===== src/rtl/seg_display_scanner.sv =====
// Time-multiplexed scan controller for a bank of common-anode 7-segment digits.
// Each digit slot is followed by an all-off guard interval; new data lands only at frame boundaries.
module seg_display_scanner #(
  parameter int NUM_DIGITS   = 4,
  parameter int REFRESH_DIV  = 50000,
  parameter int GUARD_CYCLES = 8
) (
  input  logic                    clk,
  input  logic                    reset,
  input  logic                    enable,
  input  logic                    load,
  input  logic [4*NUM_DIGITS-1:0] value_in,
  input  logic [NUM_DIGITS-1:0]   blank_in,
  output logic [3:0]              digit_nibble,
  output logic [NUM_DIGITS-1:0]   digit_sel,
  output logic                    frame_done,
  output logic                    pending
);

  // state    | meaning
  // ST_IDLE  | display off, waiting for enable
  // ST_DRIVE | digit idx lit with its shadow nibble for REFRESH_DIV cycles
  // ST_GUARD | all digits off for GUARD_CYCLES cycles before the next digit
  typedef enum logic [1:0] {ST_IDLE, ST_DRIVE, ST_GUARD} state_t;

  localparam int MAXC = (REFRESH_DIV > GUARD_CYCLES) ? REFRESH_DIV : GUARD_CYCLES;
  localparam int CW   = (MAXC > 1) ? $clog2(MAXC) : 1;
  localparam int IW   = $clog2(NUM_DIGITS);
  localparam int GT   = (GUARD_CYCLES > 0) ? GUARD_CYCLES - 1 : 0;
  localparam logic [CW-1:0] DRIVE_LAST = CW'(REFRESH_DIV - 1);
  localparam logic [CW-1:0] GUARD_LAST = CW'(GT);
  localparam logic [IW-1:0] IDX_LAST   = IW'(NUM_DIGITS - 1);

  state_t                  r_state;
  logic [IW-1:0]           r_idx;
  logic [CW-1:0]           r_cnt;
  logic [4*NUM_DIGITS-1:0] r_shadow;
  logic [NUM_DIGITS-1:0]   r_shadow_blank;
  logic [4*NUM_DIGITS-1:0] r_pend_val;
  logic [NUM_DIGITS-1:0]   r_pend_blank;
  logic                    r_pending;
  logic [3:0]              r_nibble;
  logic [NUM_DIGITS-1:0]   r_sel;
  logic                    r_frame_done;

  state_t                  w_state;
  logic [IW-1:0]           w_idx;
  logic [CW-1:0]           w_cnt;
  logic [4*NUM_DIGITS-1:0] w_shadow;
  logic [NUM_DIGITS-1:0]   w_shadow_blank;
  logic [4*NUM_DIGITS-1:0] w_pend_val;
  logic [NUM_DIGITS-1:0]   w_pend_blank;
  logic                    w_pending;
  logic                    w_boundary;
  logic                    w_adv;
  logic                    w_frame_done;
  logic [3:0]              w_nibble;
  logic [NUM_DIGITS-1:0]   w_sel;

  always_comb begin
    w_state        = r_state;
    w_idx          = r_idx;
    w_cnt          = r_cnt;
    w_shadow       = r_shadow;
    w_shadow_blank = r_shadow_blank;
    w_pend_val     = r_pend_val;
    w_pend_blank   = r_pend_blank;
    w_pending      = r_pending;
    w_boundary     = 1'b0;
    w_adv          = 1'b0;
    w_frame_done   = 1'b0;
    w_nibble       = 4'h0;
    w_sel          = '1;

    case (r_state)
      ST_IDLE: begin
        if (enable) begin
          w_state    = ST_DRIVE;
          w_idx      = '0;
          w_cnt      = '0;
          w_boundary = 1'b1;
        end
      end
      ST_DRIVE: begin
        if (!enable) begin
          w_state = ST_IDLE;
          w_idx   = '0;
          w_cnt   = '0;
        end else if (r_cnt == DRIVE_LAST) begin
          w_cnt = '0;
          if (GUARD_CYCLES == 0) w_adv = 1'b1;
          else                   w_state = ST_GUARD;
        end else begin
          w_cnt = r_cnt + CW'(1);
        end
      end
      ST_GUARD: begin
        if (!enable) begin
          w_state = ST_IDLE;
          w_idx   = '0;
          w_cnt   = '0;
        end else if (r_cnt == GUARD_LAST) begin
          w_cnt = '0;
          w_adv = 1'b1;
        end else begin
          w_cnt = r_cnt + CW'(1);
        end
      end
      default: begin
        w_state = ST_IDLE;
        w_idx   = '0;
        w_cnt   = '0;
      end
    endcase

    if (w_adv) begin
      w_state = ST_DRIVE;
      if (r_idx == IDX_LAST) begin
        w_idx        = '0;
        w_frame_done = 1'b1;
        w_boundary   = 1'b1;
      end else begin
        w_idx = r_idx + IW'(1);
      end
    end

    // A load coinciding with a boundary bypasses the pending stage entirely.
    if (load) begin
      if (w_boundary) begin
        w_shadow       = value_in;
        w_shadow_blank = blank_in;
        w_pending      = 1'b0;
      end else begin
        w_pend_val   = value_in;
        w_pend_blank = blank_in;
        w_pending    = 1'b1;
      end
    end else if (w_boundary && r_pending) begin
      w_shadow       = r_pend_val;
      w_shadow_blank = r_pend_blank;
      w_pending      = 1'b0;
    end

    // Outputs are derived from next-state values so they line up with the state register.
    if (w_state == ST_DRIVE) begin
      for (int d = 0; d < NUM_DIGITS; d++) begin
        if (w_idx == IW'(d)) begin
          w_nibble = w_shadow[4*d +: 4];
          w_sel[d] = w_shadow_blank[d];
        end
      end
    end
  end

  always_ff @(posedge clk) begin
    if (reset) begin
      r_state        <= ST_IDLE;
      r_idx          <= '0;
      r_cnt          <= '0;
      r_shadow       <= '0;
      r_shadow_blank <= '1;
      r_pend_val     <= '0;
      r_pend_blank   <= '1;
      r_pending      <= 1'b0;
      r_nibble       <= 4'h0;
      r_sel          <= '1;
      r_frame_done   <= 1'b0;
    end else begin
      r_state        <= w_state;
      r_idx          <= w_idx;
      r_cnt          <= w_cnt;
      r_shadow       <= w_shadow;
      r_shadow_blank <= w_shadow_blank;
      r_pend_val     <= w_pend_val;
      r_pend_blank   <= w_pend_blank;
      r_pending      <= w_pending;
      r_nibble       <= w_nibble;
      r_sel          <= w_sel;
      r_frame_done   <= w_frame_done;
    end
  end

  assign digit_nibble = r_nibble;
  assign digit_sel    = r_sel;
  assign frame_done   = r_frame_done;
  assign pending      = r_pending;

endmodule


===== config.mk =====
export PLATFORM = sky130hd
export DESIGN_NAME = seg_display_scanner
export DESIGN_NICKNAME = d
export VERILOG_FILES = /design/src/rtl/seg_display_scanner.sv
export SDC_FILE = /design/constraint.sdc
export NUM_CORES = 1
export LEC_CHECK = 0
export CORE_MARGIN = 2
export CORE_UTILIZATION = 30
export CTS_CLUSTER_SIZE = 40
export DETAILED_ROUTE_END_ITERATION = 10
export DONT_BUFFER_PORTS = 1
export GPL_ROUTABILITY_DRIVEN = 0
export PLACE_DENSITY = 0.52
export SYNTH_ARGS = -nofsm -noshare
export SYNTH_HDL_FRONTEND = slang
export SYNTH_SLANG_ARGS = --single-unit

===== constraint.sdc =====
create_clock -name clk -period 3 [get_ports clk]
set_input_delay 0.75 -clock clk [delete_from_list [all_inputs] [get_ports clk]]
set_output_delay 0.75 -clock clk [all_outputs]
set_load 0.02 [all_outputs]

==> run metrics, run 1 <==
status finished, final reports clean; PD cells 535 nW/um^2; global-route usage over all layers 0.158; wire per inst 16.7 microns; Leak 0.00159 uW; Skew-Pair Late Insertion Delay 0.35 ns; cts bufs inserted 9; CTS Root Buffer Type clkbuf_16; Placed Area 4150 sq um; ys flop type dfxtp_1; Iter 0 DRT Violations 258; FF+latch count, synth 70; H-tree levels 3; YS warnings 0; first-pass iteration count of the detailed router 4; post-synthesis instance total 490; Worst-Margin Slew 0.730 ns; synthesized area 4000 sq um; Synth Net Count 520; GRT overflow 0; # placed instances 638; Setup Buffers After CTS 0; PortBufs 0; R2R Setup Slk 0.42 ns; via count 3570; Syn Area/Cell 8.17 sq um; Fmax 387 MHz; initial antenna violation count 0; Final ANT Viol Nets 0; Startpoint Class register; CP startpoint r_state[0]; TritonCTS sink count 70; fin crit period 2.58 ns; most frequent cells in the layout dfxtp_1, nor2_1, nand2_1; via density per instance 5.46; largest net degree at the start of global routing 65; Post-CTS Hold Fix Bufs 0; HP Start r_pend_blank[3]; core area 13100 sq um; Cell Rows 42; DP HPWL 7030 microns; post-CTS sizing 0; Slew headroom 0.499; Hold WS 0.463 ns; Hold WC Path Type reg -> reg; Clock Skew 0.00617 ns; vias in the first global route 3467; maximum VDD drop 0.000332 V; CP required 3.24 ns; period utilization 0.861; # fillers 1378; post-layout util 0.338; commonest non-fill, non-tap cell in the layout dfxtp_1; Yosys cell types 55; Post-Route Setup TNS 0 ns; Syn-to-layout area delta 11.1%; post-synthesis async set-or-reset flop share 0; IO Count 34; Crit. End Element register; DIE HEIGHT 119 microns; Finished Cell Area 4450 sq um; unrepaired setup endpoints after global routing no; register area share after synthesis 0.350; crit path DAT 2.83 ns; net count reported at finish 503; Initial Util 0.305; first-pass GRT wire length 17900 microns; number of synthesized flops with an enable pin 0; Final Instance Count excl. Fillers 654; Reg2Reg Launch Point r_state[0]; max-cap viol count 0; Crit Path Class reg -> reg; crit-path max FO 10; Die Area 14300 sq um; DRC viols 0; Final Hold Violating Endpoints 0; CTS tree done; Final setup viols 0; Longest Clk Path Bufs 2; clk slew on worst S/H paths 0.06 ns; share of cells above drive strength 1 0.0816; n_diodes 0; fin. max-slew vios 0; total wire length 10900 microns; Horiz. Die Dim 119 microns
-- kinds of logic after synthesis --
group | after synthesis | synth area share
and+or+nand+nor | 209 | 0.289
buffers and inverters | 41 | 0.0432
adders and majority gates | 6 | 0.0188
AOI/OAI and AO/OA | 131 | 0.216
DFF | 70 | 0.350
muxes | 33 | 0.0832
-- metrics by stage --
| stage | setup slack (ns) | power (uW) |
|---|---|---|
| finish | 0.418 | 2380 |
| global route | 0.230 | 2480 |
| CTS | 0.395 | 2410 |
| detailed placement | 0.419 | 1300 |
| global placement | 0.488 | 1300 |
| floorplan | 0.718 | 1260 |
-- state kept, by name (all words and copies together), names as in the netlist --
register        count
r_shadow_blank      4
frame_done          1
r_pend_val         16
r_state             2
digit_nibble        4
r_cnt              16
digit_sel           4
r_shadow           16
r_pend_blank        4
r_idx               2
pending             1
-- metal layers --
| metal | share of wire | vias to the layer above | GRT usage |
|---|---|---|---|
| met5 | 0 | - | 0 |
| met4 | 0.014 | 0 | 0.0485 |
| met3 | 0.071 | 13 | 0.0604 |
| met2 | 0.46 | 73 | 0.249 |
| met1 | 0.46 | 1708 | 0.201 |
| li1 | - | 1776 | - |
-- area by class of cell --
type | instances | area [sq um] | share of cell area
multi-input combinational | 379 | 2430 | 0.546
sequential | 70 | 1400 | 0.315
clock buffer | 12 | 256 | 0.0577
tap | 176 | 220 | 0.0495
timing repair buffer | 9 | 80.1 | 0.0180
clock inverter | 4 | 45.0 | 0.0101
inverter | 4 | 15.0 | 0.00338
-- report_power, final --
group	switching [uW]	leakage, uW	internal [uW]	total, uW
Combinational	157	0.000869	119	276
Clock	409	0.000152	685	1090
Sequential	33.3	0.000571	974	1010
-- final timing paths --
path	cells after the start	endpoint
setup / recovery	8	digit_nibble[0]
hold / removal	1	r_pend_blank[3]
setup reg to reg	8	digit_nibble[0]
hold reg to reg	1	r_pend_blank[3]
-- worst max-delay path: stages (launching register included) --
cell and delay [ns]:
dfxtp_1 0.40, inv_1 0.11, ha_1 0.30, nand2_1 0.36, a21oi_1 0.15, and2_1 0.20
mux2i_1 0.56, a211oi_1 0.13, o32ai_1 0.28
-- synthesized netlist by cell type, types with 3 or more instances --
| cell type | n | share of area |
|---|---|---|
| and3b_1 | 3 | 0.0066 |
| a21oi_1 | 33 | 0.041 |
| o211ai_1 | 5 | 0.0094 |
| o21ai_0 | 34 | 0.043 |
| a211o_1 | 4 | 0.0088 |
| buf_2 | 12 | 0.015 |
| nor3_1 | 13 | 0.016 |
| ha_1 | 6 | 0.019 |
| dfxtp_1 | 70 | 0.35 |
| mux2i_1 | 31 | 0.078 |
| a311oi_1 | 3 | 0.0066 |
| and4_1 | 3 | 0.0066 |
| clkbuf_1 | 23 | 0.022 |
| a21boi_0 | 6 | 0.011 |
| nor2_1 | 44 | 0.041 |
| a221oi_1 | 16 | 0.035 |
| nand2_1 | 38 | 0.036 |
| nor4_1 | 4 | 0.0063 |
| nor2b_1 | 12 | 0.019 |
| nand2b_1 | 24 | 0.038 |
| nand4_1 | 17 | 0.027 |
| a211oi_1 | 6 | 0.011 |
| nand3b_1 | 7 | 0.013 |
| and3_1 | 9 | 0.014 |
| o32ai_1 | 5 | 0.011 |
| inv_1 | 4 | 0.0038 |
| nand3_1 | 18 | 0.023 |
| a21o_1 | 4 | 0.0075 |
(Power assumes the default switching activity.)
==> run 2, diff against run 1 <==
--- a/config.mk
+++ b/config.mk
@@ -5,7 +5,7 @@
 export SDC_FILE = /design/constraint.sdc
 export NUM_CORES = 1
 export LEC_CHECK = 0
-export CORE_MARGIN = 2
+export CORE_MARGIN = 5
 export CORE_UTILIZATION = 30
 export CTS_CLUSTER_SIZE = 40
 export DETAILED_ROUTE_END_ITERATION = 10
==> run metrics, run 2 (same netlist as run 1, synthesis figures left out) <==
unrepaired setup endpoints after global routing no; Post-Route Setup TNS 0 ns; Final Hold Violating Endpoints 0; Cell Rows 42; CTS Root Buffer Type clkbuf_16; # fillers 1405; PD cells 544 nW/um^2; H-tree levels 3; PortBufs 0; Crit Path Class reg -> reg; GRT overflow 0; Largest regs r_cnt x16, r_pend_val x16, r_shadow x16; CTS tree done; Startpoint Class register; CP startpoint r_state[0]; DRC viols 0; Die Area 15700 sq um; fin crit period 2.64 ns; total wire length 11200 microns; largest net degree at the start of global routing 65; Sequential Area 1400 sq um; Leak 0.00162 uW; Skew-Pair Late Insertion Delay 0.34 ns; via density per instance 5.59; Horiz. Die Dim 125 microns; Longest Clk Path Bufs 2; commonest non-fill, non-tap cell in the layout dfxtp_1; wire per inst 17.0 microns; post-CTS sizing 0; crit-path max FO 13; first-pass iteration count of the detailed router 5; Post-CTS Hold Fix Bufs 0; crit path DAT 2.86 ns; maximum VDD drop 0.000309 V; n_diodes 0; Clock Skew 0.00429 ns; via count 3676; Reg2Reg Launch Point r_state[0]; clk slew on worst S/H paths 0.06 ns; post-layout util 0.342; fin. max-slew vios 0; global-route usage over all layers 0.142; Initial Util 0.305; status finished, final reports clean; Setup Buffers After CTS 0; core area 13100 sq um; Syn-to-layout area delta 12.4%; vias in the first global route 3557; Crit. End Element register; Multi-input gate area 2430 sq um; net count reported at finish 507; CP required 3.21 ns; most frequent cells in the layout dfxtp_1, nor2_1, nand2_1; max-cap viol count 0; Final ANT Viol Nets 0; Worst setup endpoint digit_nibble[0]; DP HPWL 7380 microns; period utilization 0.880; Final setup viols 0; IO Count 34; Iter 0 DRT Violations 323; R2R Setup Slk 0.36 ns; TritonCTS sink count 70; Worst-Margin Slew 0.762 ns; initial antenna violation count 0; Reg2Reg Depth 9; first-pass GRT wire length 18400 microns; Fmax 379 MHz; share of cells above drive strength 1 0.0913; worst reg2reg endpoint digit_nibble[0]; Slew headroom 0.478; DIE HEIGHT 125 microns; cts bufs inserted 9; Hold WC Path Type reg -> reg
-- run 2: changes by cell type in the layout (fill, tap and decap cells not counted) --
cell / before / now
buf_4: 8 / 12
clkinvlp_4: 0 / 2
bufinv_16: 1 / 2
clkbuf_1: 1 / 0
clkbuf_8: 2 / 1
clkinv_2: 3 / 2
-- run 2: area by class of cell --
type,count,area share
inverters,4,0.00334
clock buffers,10,0.0531
multi-input cells,379,0.539
clock inverters,6,0.0189
repair buffers,13,0.0245
flip-flops and latches,70,0.312
well taps,176,0.0489
-- run 2: report_power, final --
part	internal [uW]	switching (uW)	total, uW	leakage (uW)
logic	122	151	273	0.000891
clock network	747	415	1160	0.000154
registers	974	41.1	1020	0.000571
total	1840	606	2450	0.00162
-- run 2: through the flow --
step / worst slack [ns] / std cells / total power (uW) / instance area, sq um / hold slack [ns]
2_1_floorplan: 0.718 / 490 / 1260 / 4000 / 0.435
3_3_place_gp: 0.448 / 642 / 1300 / 4180 / 0.443
3_5_place_dp: 0.396 / 642 / 1310 / 4180 / 0.451
4_1_cts: 0.359 / 658 / 2470 / 4500 / 0.464
5_1_grt: 0.189 / 658 / 2550 / 4500 / 0.478
6_report: 0.359 / 658 / 2450 / 4500 / 0.463
-- run 2: how the worst min path moves through the flow --
| stage | start | end | depth (start not counted) |
|---|---|---|---|
| 2_1_floorplan | r_pend_blank[1] | r_pend_blank[1] | 1 |
| 3_3_place_gp | r_pend_blank[2] | r_pend_blank[2] | 1 |
| 3_5_place_dp | r_pend_blank[3] | r_pend_blank[3] | 1 |
| 4_1_cts | r_pend_blank[3] | r_pend_blank[3] | 1 |
| 5_1_grt | r_pend_blank[3] | r_pend_blank[3] | 1 |
| 6_report | r_pend_blank[3] | r_pend_blank[3] | 1 |
-- run 2: critical path, cell delays in order, from the launching register on --
cell and delay (ns):
dfxtp_1 0.35, inv_1 0.12, ha_1 0.43, nand2b_1 0.09
buf_4 0.20, a21oi_1 0.22, and2_1 0.17, mux2_1 0.44
mux2i_1 0.35, o32ai_1 0.13
-- run 2: metal layers --
metal	GRT usage	routed length, microns	part of all wire
met3	0.0418	677	0.061
met4	0.0548	215	0.019
met5	0	0	0
met2	0.219	4990	0.45
met1	0.187	5290	0.47
==> run 3, diff against run 2 <==
==> constraint.sdc (replaced) <==
create_clock -name clk -period 3 [get_ports clk]
set_input_delay 0.45 -clock clk [delete_from_list [all_inputs] [get_ports clk]]
set_output_delay 0.45 -clock clk [all_outputs]
set_load 0.02 [all_outputs]
==> run metrics, run 3 (same netlist as run 1, synthesis figures left out) <==
initial antenna violation count 0; n_diodes 0; total wire length 10700 microns; crit-path max FO 10; fin crit period 2.71 ns; Post-Route Setup TNS 0 ns; Sw Ratio 0.245; status finished, final reports clean; Crit. End Element register; clk slew on worst S/H paths 0.06 ns; Final Hold Violating Endpoints 0; most frequent cells in the layout dfxtp_1, nor2_1, nand2_1; via count 3593; Largest regs r_cnt x16, r_pend_val x16, r_shadow x16; core area 13100 sq um; net count reported at finish 506; DP HPWL 7220 microns; post-CTS sizing 0; R2R Setup Slk 0.29 ns; first-pass iteration count of the detailed router 5; CP required 3.21 ns; Cell Rows 42; Fmax 370 MHz; Crit Path Class reg -> reg; unrepaired setup endpoints after global routing no; DIE HEIGHT 125 microns; Setup Buffers After CTS 0; Longest Clk Path Bufs 2; Skew-Pair Late Insertion Delay 0.34 ns; CTS tree done; Worst-Margin Slew 0.728 ns; PD cells 527 nW/um^2; Logic pwr share 0.115; Placed Area 4180 sq um; Die Area 15700 sq um; IO Count 34; period utilization 0.902; DRC viols 0; Place WS 0.376 ns; H-tree levels 3; Hold WC Path Type in -> reg; wire per inst 16.4 microns; Syn-to-layout area delta 11.7%; commonest non-fill, non-tap cell in the layout dfxtp_1; Final setup viols 0; setup ws final 0.294 ns; Pint 1780 uW; Horiz. Die Dim 125 microns; # fillers 1420; PortBufs 0; post-layout util 0.340; vias in the first global route 3447; Post-CTS Hold Fix Bufs 0; CTS Root Buffer Type clkbuf_16; share of cells above drive strength 1 0.0814; Leak 0.00160 uW; maximum VDD drop 0.000332 V; Final ANT Viol Nets 0; cts bufs inserted 9; NetSw 578 uW; Slew headroom 0.500; crit path DAT 2.91 ns; largest net degree at the start of global routing 65; Clock Skew 0.00810 ns; Startpoint Class register; via density per instance 5.49; max-cap viol count 0; Iter 0 DRT Violations 301; Finished Cell Area 4470 sq um; GRT overflow 0; TritonCTS sink count 70; Initial Util 0.305; clock power share 0.454; first-pass GRT wire length 18100 microns; Flop pwr share 0.431; global-route usage over all layers 0.140; fin. max-slew vios 0
-- run 3: worst paths after layout --
check	startpoint	to	depth (start not counted)
hold / removal	reset	r_cnt[4]	1
setup reg to reg	r_state[0]	digit_nibble[0]	9
setup / recovery	r_state[0]	digit_nibble[0]	9
hold reg to reg	r_pend_blank[2]	r_pend_blank[2]	1
-- run 3: through the flow --
step	total power (uW)	hold slack (ns)	cells
2_1_floorplan	1260	0.435	490
3_3_place_gp	1300	0.444	641
3_5_place_dp	1310	0.450	641
4_1_cts	2380	0.173	655
5_1_grt	2470	0.169	655
6_report	2360	0.183	655
-- run 3: per-layer routing --
metal	wire, microns	vias up	track usage
met2	4710	90	0.210
met1	5140	1715	0.191
met4	112	0	0.0313
met3	755	11	0.0525
li1	-	1777	-
met5	0	-	0
-- run 3: power groups by stage --
stage / clock (uW) / combinational (uW) / sequential [uW]
after detailed placement: 0 / 271 / 1030
final: 1070 / 271 / 1020
after global placement: 0 / 268 / 1030
after floorplan: 0 / 237 / 1020
after CTS: 1100 / 273 / 1010
after global routing: 1150 / 307 / 1020
-- run 3: area by class of cell --
class / instances / area [sq um] / area share
multi-input cells: 379 / 2430 / 0.543
flip-flops and latches: 70 / 1400 / 0.314
clock buffers: 13 / 260 / 0.0582
well taps: 176 / 220 / 0.0493
repair buffers: 12 / 115 / 0.0257
clock inverters: 1 / 30.0 / 0.00672
inverters: 4 / 15.0 / 0.00336
-- run 3: worst max-delay path, stage by stage, from the launching register on --
cell and delay [ns]:
dfxtp_1 0.35, inv_1 0.12, ha_1 0.41, buf_4 0.22
nand2b_1 0.10, a21oi_1 0.22, and2_1 0.18, mux2_1 0.44
mux2i_1 0.38, o32ai_1 0.14
